$ cat src/rtl/bram_read_arbiter.sv
// ---------------------------------------------------------------------------
// bram_read_arbiter
//
// Purpose:
//   Shares one read-only BRAM port between two requesters. A winner is
//   picked while idle, its base address and burst length are captured, and
//   one address per cycle is streamed to the BRAM. Returned words are tagged
//   with the owner index. A one-cycle done pulse closes the burst.
//
// Configuration macro:
//   ARB_ROUND_ROBIN_EN  - when defined, simultaneous requests go to the
//                         requester that was not granted last. When it is
//                         undefined, requester 0 always wins a tie.
//
// Ports:
//   clk        in   system clock, rising edge
//   rst_n      in   asynchronous active-low reset
//   req[1:0]   in   level request per requester, held until its done
//   base0/1    in   first BRAM address per requester (ADDR_WIDTH)
//   len0/1     in   words to read per requester (LEN_WIDTH)
//   grant[1:0] out  one-hot current owner, zero when idle
//   rd_valid   out  a returned word is present this cycle
//   rd_data    out  returned word (W)
//   rd_id      out  owner index of the returned word
//   done[1:0]  out  one-cycle completion pulse per requester
//   busy       out  FSM is not idle
//   bram_en    out  BRAM port enable
//   bram_ren   out  BRAM read strobe, one address per cycle
//   bram_addr  out  BRAM address (ADDR_WIDTH)
//   bram_dout  in   BRAM read data (W), RD_LATENCY cycles after address
// ---------------------------------------------------------------------------
module bram_read_arbiter #(
  parameter int W          = 8,
  parameter int ADDR_WIDTH = 11,
  parameter int LEN_WIDTH  = 12,
  parameter int RD_LATENCY = 2
) (
  input  logic                  clk,
  input  logic                  rst_n,
  input  logic [1:0]            req,
  input  logic [ADDR_WIDTH-1:0] base0,
  input  logic [ADDR_WIDTH-1:0] base1,
  input  logic [LEN_WIDTH-1:0]  len0,
  input  logic [LEN_WIDTH-1:0]  len1,
  output logic [1:0]            grant,
  output logic                  rd_valid,
  output logic [W-1:0]          rd_data,
  output logic                  rd_id,
  output logic [1:0]            done,
  output logic                  busy,
  output logic                  bram_en,
  output logic                  bram_ren,
  output logic [ADDR_WIDTH-1:0] bram_addr,
  input  logic [W-1:0]          bram_dout
);

  localparam int DW = (RD_LATENCY > 1) ? $clog2(RD_LATENCY) : 1;

  typedef enum logic [1:0] {
    IDLE  = 2'd0,
    ISSUE = 2'd1,
    DRAIN = 2'd2,
    FIN   = 2'd3
  } state_e;

  state_e                  state_q, state_d;
  logic                    owner_q, owner_d;
  logic [ADDR_WIDTH-1:0]   addr_q, addr_d;
  logic [LEN_WIDTH-1:0]    rem_q, rem_d;
  logic [DW-1:0]           drain_q, drain_d;
  logic [RD_LATENCY-1:0]   vld_q, vld_d;
  logic [RD_LATENCY:0]     vld_shift;

  logic                    win;
  logic [ADDR_WIDTH-1:0]   sel_base;
  logic [LEN_WIDTH-1:0]    sel_len;

`ifdef ARB_ROUND_ROBIN_EN
  logic                    last_q;
`endif

  // Winner selection. Only consulted while idle; a single active request
  // always wins, and the configuration decides how a tie is broken. The
  // last-winner pointer resets to 1 so the first tie goes to requester 0.
  always_comb begin
`ifdef ARB_ROUND_ROBIN_EN
    win = (req == 2'b11) ? ~last_q : req[1];
`else
    win = ~req[0];
`endif
    sel_base = win ? base1 : base0;
    sel_len  = win ? len1  : len0;
  end

  // State register.
  always_ff @(posedge clk or negedge rst_n) begin
    if (!rst_n) begin
      state_q <= IDLE;
    end else begin
      state_q <= state_d;
    end
  end

  // Next-state logic. A zero-length burst skips straight to FIN so no read
  // is ever strobed. DRAIN waits out the BRAM pipeline so the last word is
  // returned before the done pulse. FIN never arbitrates, which keeps a
  // requester that drops req on its done pulse from being granted again.
  always_comb begin
    state_d = state_q;
    case (state_q)
      IDLE: begin
        if (|req) begin
          state_d = (sel_len == '0) ? FIN : ISSUE;
        end
      end
      ISSUE: begin
        if (rem_q == LEN_WIDTH'(1)) begin
          state_d = DRAIN;
        end
      end
      DRAIN: begin
        if (drain_q == '0) begin
          state_d = FIN;
        end
      end
      FIN: begin
        state_d = IDLE;
      end
      default: begin
        state_d = IDLE;
      end
    endcase
  end

  // Datapath next values. base/len are captured only at the grant decision,
  // so later changes on the inputs cannot disturb a running burst. The
  // address counter wraps naturally at 2^ADDR_WIDTH.
  always_comb begin
    owner_d = owner_q;
    addr_d  = addr_q;
    rem_d   = rem_q;
    drain_d = drain_q;
    case (state_q)
      IDLE: begin
        if (|req) begin
          owner_d = win;
          addr_d  = sel_base;
          rem_d   = sel_len;
        end
      end
      ISSUE: begin
        addr_d  = addr_q + ADDR_WIDTH'(1);
        rem_d   = rem_q - LEN_WIDTH'(1);
        drain_d = DW'(RD_LATENCY - 1);
      end
      DRAIN: begin
        if (drain_q != '0) begin
          drain_d = drain_q - DW'(1);
        end
      end
      default: begin
      end
    endcase
  end

  // Read-valid pipeline: one bit per BRAM latency stage, fed by the read
  // strobe, so each issued address produces exactly one rd_valid.
  always_comb begin
    vld_shift = {vld_q, bram_ren};
    vld_d     = vld_shift[RD_LATENCY-1:0];
  end

  // Datapath registers. Clearing the valid pipeline on reset discards any
  // words still in flight inside the BRAM.
  always_ff @(posedge clk or negedge rst_n) begin
    if (!rst_n) begin
      owner_q <= 1'b0;
      addr_q  <= '0;
      rem_q   <= '0;
      drain_q <= '0;
      vld_q   <= '0;
    end else begin
      owner_q <= owner_d;
      addr_q  <= addr_d;
      rem_q   <= rem_d;
      drain_q <= drain_d;
      vld_q   <= vld_d;
    end
  end

`ifdef ARB_ROUND_ROBIN_EN
  // Last-winner pointer for tie breaking, updated on every grant.
  always_ff @(posedge clk or negedge rst_n) begin
    if (!rst_n) begin
      last_q <= 1'b1;
    end else if ((state_q == IDLE) && (|req)) begin
      last_q <= win;
    end
  end
`endif

  // Output decode. Everything is derived from registered state, so the
  // asynchronous reset forces every output to zero immediately. Returned
  // data is gated by rd_valid so nothing leaks out between words.
  always_comb begin
    busy      = (state_q != IDLE);
    grant     = 2'b00;
    done      = 2'b00;
    bram_en   = 1'b0;
    bram_ren  = 1'b0;
    bram_addr = '0;
    if (busy) begin
      grant = owner_q ? 2'b10 : 2'b01;
    end
    case (state_q)
      ISSUE: begin
        bram_en   = 1'b1;
        bram_ren  = 1'b1;
        bram_addr = addr_q;
      end
      DRAIN: begin
        bram_en = 1'b1;
      end
      FIN: begin
        done = owner_q ? 2'b10 : 2'b01;
      end
      default: begin
      end
    endcase
    rd_valid = vld_q[RD_LATENCY-1];
    rd_data  = rd_valid ? bram_dout : '0;
    rd_id    = rd_valid & owner_q;
  end

endmodule

$ cat config.mk
export PLATFORM = sky130hd
export DESIGN_NAME = bram_read_arbiter
export DESIGN_NICKNAME = d
export VERILOG_FILES = /design/src/rtl/bram_read_arbiter.sv
export SDC_FILE = /design/constraint.sdc
export NUM_CORES = 1
export LEC_CHECK = 0
export CORE_ASPECT_RATIO = 1.1
export CORE_MARGIN = 5
export CORE_UTILIZATION = 40
export CTS_CLUSTER_DIAMETER = 80
export DETAILED_ROUTE_END_ITERATION = 6
export PLACE_DENSITY = 0.77
export SLEW_MARGIN = 30
export SYNTH_ARGS = -nofsm -noshare
export SYNTH_HDL_FRONTEND = slang
export SYNTH_SLANG_ARGS = --single-unit
$ cat constraint.sdc
create_clock -name clk -period 2.2 [get_ports clk]
set_input_delay 0.22 -clock clk [delete_from_list [all_inputs] [get_ports clk]]
set_output_delay 0.22 -clock clk [all_outputs]
set_load 0.03 [all_outputs]
==> qor.txt <==
===========================================================================================
Number of buffers inserted for hold repair after clock tree synthesis                     0
Setup repair bufs after CTS                                                               0
Kind of critical path                                                          input port to flop
Synthesized netlist net count                                                           320
Max-Slew Margin vs Limit                                                              59.0%
Root Buffer Master                                                             sky130_fd_sc_hd__clkbuf_8
Worst-case clock buffer depth                                                             2
Maximum number of pins on one net before global-route repair                             30
Final Power                                                                         1330 uW
Worst Tran Pin Value                                                                 610 ps
Fraction of the core area covered by cells at the end of the flow                     62.4%
Post-synthesis instance total                                                           254
Commonest cells post-synth                                                     sky130_fd_sc_hd__dfrtp_1, sky130_fd_sc_hd__and2_1, sky130_fd_sc_hd__a21oi_1
Antenna diode count                                                                       0
Data required time of the critical path                                             2410 ps
Global placement routability congestion                                               0.854
Die area                                                                        0.00709 mm2
Non-Filler Cell Area, Final                                                     0.00334 mm2
Endpoint kind of the worst setup timing path                                           flop
Drt via density                                                                        5.32
Worst hold path class                                                          input port to asynchronous set/reset pin
Most area-consuming cells after synthesis                                      sky130_fd_sc_hd__dfrtp_1, sky130_fd_sc_hd__mux2_2, sky130_fd_sc_hd__mux2i_1, sky130_fd_sc_hd__and2_1, sky130_fd_sc_hd__ha_1
Total number of vias                                                                   2266
Area Overhead vs Synth                                                                51.8%
Largest voltage drop on the vdd net                                                  420 uV
Most common cell in the synthesized netlist                                    sky130_fd_sc_hd__dfrtp_1
Sequential area share after synthesis                                                 33.0%
DP Wirelength                                                                       4960 um
Share of layout cells above drive strength 1                                          17.1%
Combined area of the multi-input logic cells                                    0.00138 mm2
Total of warnings raised by yosys                                                         0
Effective utilization at floorplan                                                    41.1%
Post-synthesis instance area                                                    0.00220 mm2
Post-synth top area share                                                             33.0%
Storage element area                                                                726 um2
Standard-cell rows                                                                       28
Final hold vios                                                                           0
Num CTS Buffers                                                                           5
Critical path fanouts, max                                                                4
Global routing usage summed across all routing layers                                 18.0%
Number of endpoints failing setup at the final stage                                      0
Share of synthesized registers carrying an async set or reset                          100%
Netlist cell types                                                                       44
Final worst path period need                                                        2080 ps
Number of H-tree levels                                                                   2
Post-DRT Antenna Nets                                                                     0
Final cycle utilization of the critical path                                          94.6%
GRT Residual Overflow                                                                     0
Chip Height                                                                         87.8 um
Number of design-rule violations left by the first detailed-router iteration            105
Post-synth top area cell                                                       sky130_fd_sc_hd__dfrtp_1
Drc violations                                                                            0
Worst R2R Setup Slack                                                                150 ps
Clock-pin transition on the worst setup and hold timing paths                         70 ps
Number of antenna violations at the first check in global routing                         0
Post-CTS resize count                                                                     1
Leak Pwr                                                                         0.00142 uW
DIE WIDTH                                                                           80.7 um
Top-level I/O count                                                                      86
Average wire per standard cell                                                      15.1 um
Maximum clock skew at final layout                                                  8.65 ps
Total power per unit cell area                                                   397 mW/mm2
Clock tree from TritonCTS                                                               yes
Count of input and output buffers                                                        85
Number of enable flip-flop cells after synthesis                                          0
Wire length of the first global-routing pass                                       10200 um
Timing-limited maximum frequency                                                  0.481 GHz
Drt total wl                                                                        6420 um
Run status                                                                     complete, no violations
Placement Cell Area                                                             0.00322 mm2
Core Footprint                                                                  0.00536 mm2
Post-synth top flop                                                            sky130_fd_sc_hd__dfrtp_1
Count of final max-slew check failures                                                    0
RSZ-0062 raised after global routing                                                     no
Sink Count                                                                               29
Net total in the final layout                                                           416
Crit path launch type                                                            input port
Max-cap check violation count                                                             0
Average size of a mapped cell                                                      8.67 um2
Worst hold slack                                                                     334 ps
Final non-filler cell total                                                             426
Placed cell count                                                                       418
Number of filler instances in the final layout                                          469
Vias in the first global route                                                         2243
Critical path arrival                                                               2290 ps
First-pass detailed-route iteration total                                                 4
Clock Latency Late Sink                                                              280 ps
Post-synthesis register bit count                                                        29
===========================================================================================
==> area by class of cell <==
class / instances / share of cell area [%]
Inverter: 10 / 1.12
Tap cell: 75 / 2.81
Timing Repair Buffer: 103 / 29.5
Sequential cell: 29 / 21.7
Multi-Input combinational cell: 201 / 41.3
Clock buffer: 6 / 2.47
Clock inverter: 2 / 1.12
==> logic make-up (layout without fill, tap and decap cells) <==
logic type               Yosys count  in the layout  share of synthesized area (%)
adder cells (fa/ha/maj)            8              8                           4.55
AO/OA/AOI/OAI                     66             66                           19.7
flip-flops                        29             29                           33.0
buffers and inverters             24            121                           4.32
multiplexers                      30             30                           14.7
AND/OR/NAND/NOR                   97             97                           23.8
==> through the flow <==
step	setup WS, ps	TNS (ps)
6_report	119	0
5_1_grt	39.9	0
4_1_cts	3.98	0
3_5_place_dp	-162	-424
3_3_place_gp	-137	-224
2_1_floorplan	14.0	0
==> cell usage in the layout (no fill, tap or decap), types with 10 or more instances in the layout <==
cell type                         synthesis  routed
sky130_fd_sc_hd__o21ai_0                 10      10
sky130_fd_sc_hd__clkdlybuf4s50_1          0      70
sky130_fd_sc_hd__buf_4                    0      28
sky130_fd_sc_hd__nor2_1                  16      16
sky130_fd_sc_hd__mux2i_1                 15      15
sky130_fd_sc_hd__o22ai_1                 10      10
sky130_fd_sc_hd__mux2_2                  14      14
sky130_fd_sc_hd__inv_1                   10      10
sky130_fd_sc_hd__and2_1                  23      23
sky130_fd_sc_hd__dfrtp_1                 29      29
sky130_fd_sc_hd__nor3_1                  11      11
sky130_fd_sc_hd__a21oi_1                 19      19
sky130_fd_sc_hd__nand2_1                 15      15
==> flip-flops by register name (all words and copies together), names as in the netlist <==
register	count
addr_q	11
state_q	2
owner_q	1
vld_q	2
drain_q	1
rem_q	12
==> routing by layer <==
layer | up-vias | GRT usage [%] | part of all wire, %
met1 | 1052 | 21.4 | 41
met2 | 71 | 33.9 | 53
met5 | - | 0 | 0
met3 | 6 | 3.81 | 6.1
li1 | 1137 | - | -
met4 | 0 | 2.76 | 0.81
==> worst paths after layout <==
| check | depth (start not counted) | endpoint | from |
|---|---|---|---|
| setup / recovery | 5 | state_q[1] | req[0] |
| hold / removal | 2 | addr_q[3] | rst_n |
| setup reg to reg | 6 | state_q[1] | state_q[0] |
| hold reg to reg | 0 | vld_q[1] | vld_q[0] |
| max in group asynchronous | 2 | vld_q[1] | rst_n |
| min in group clk | 0 | vld_q[1] | vld_q[0] |
==> power by group <==
part           leakage [uW]  internal [uW]  total (uW)  switching, uW
combinational       0.00102            139         215           75.4
clock             0.0000574            368         580            212
sequential         0.000340            533         533              0
==> critical path, stage by stage <==
cell,delay (ps)
sky130_fd_sc_hd__clkdlybuf4s50_1,560
sky130_fd_sc_hd__mux2_2,370
sky130_fd_sc_hd__or4b_1,470
sky130_fd_sc_hd__or4_1,500
sky130_fd_sc_hd__a31oi_1,160
No activity file was read; power rests on OpenSTA's default activity.
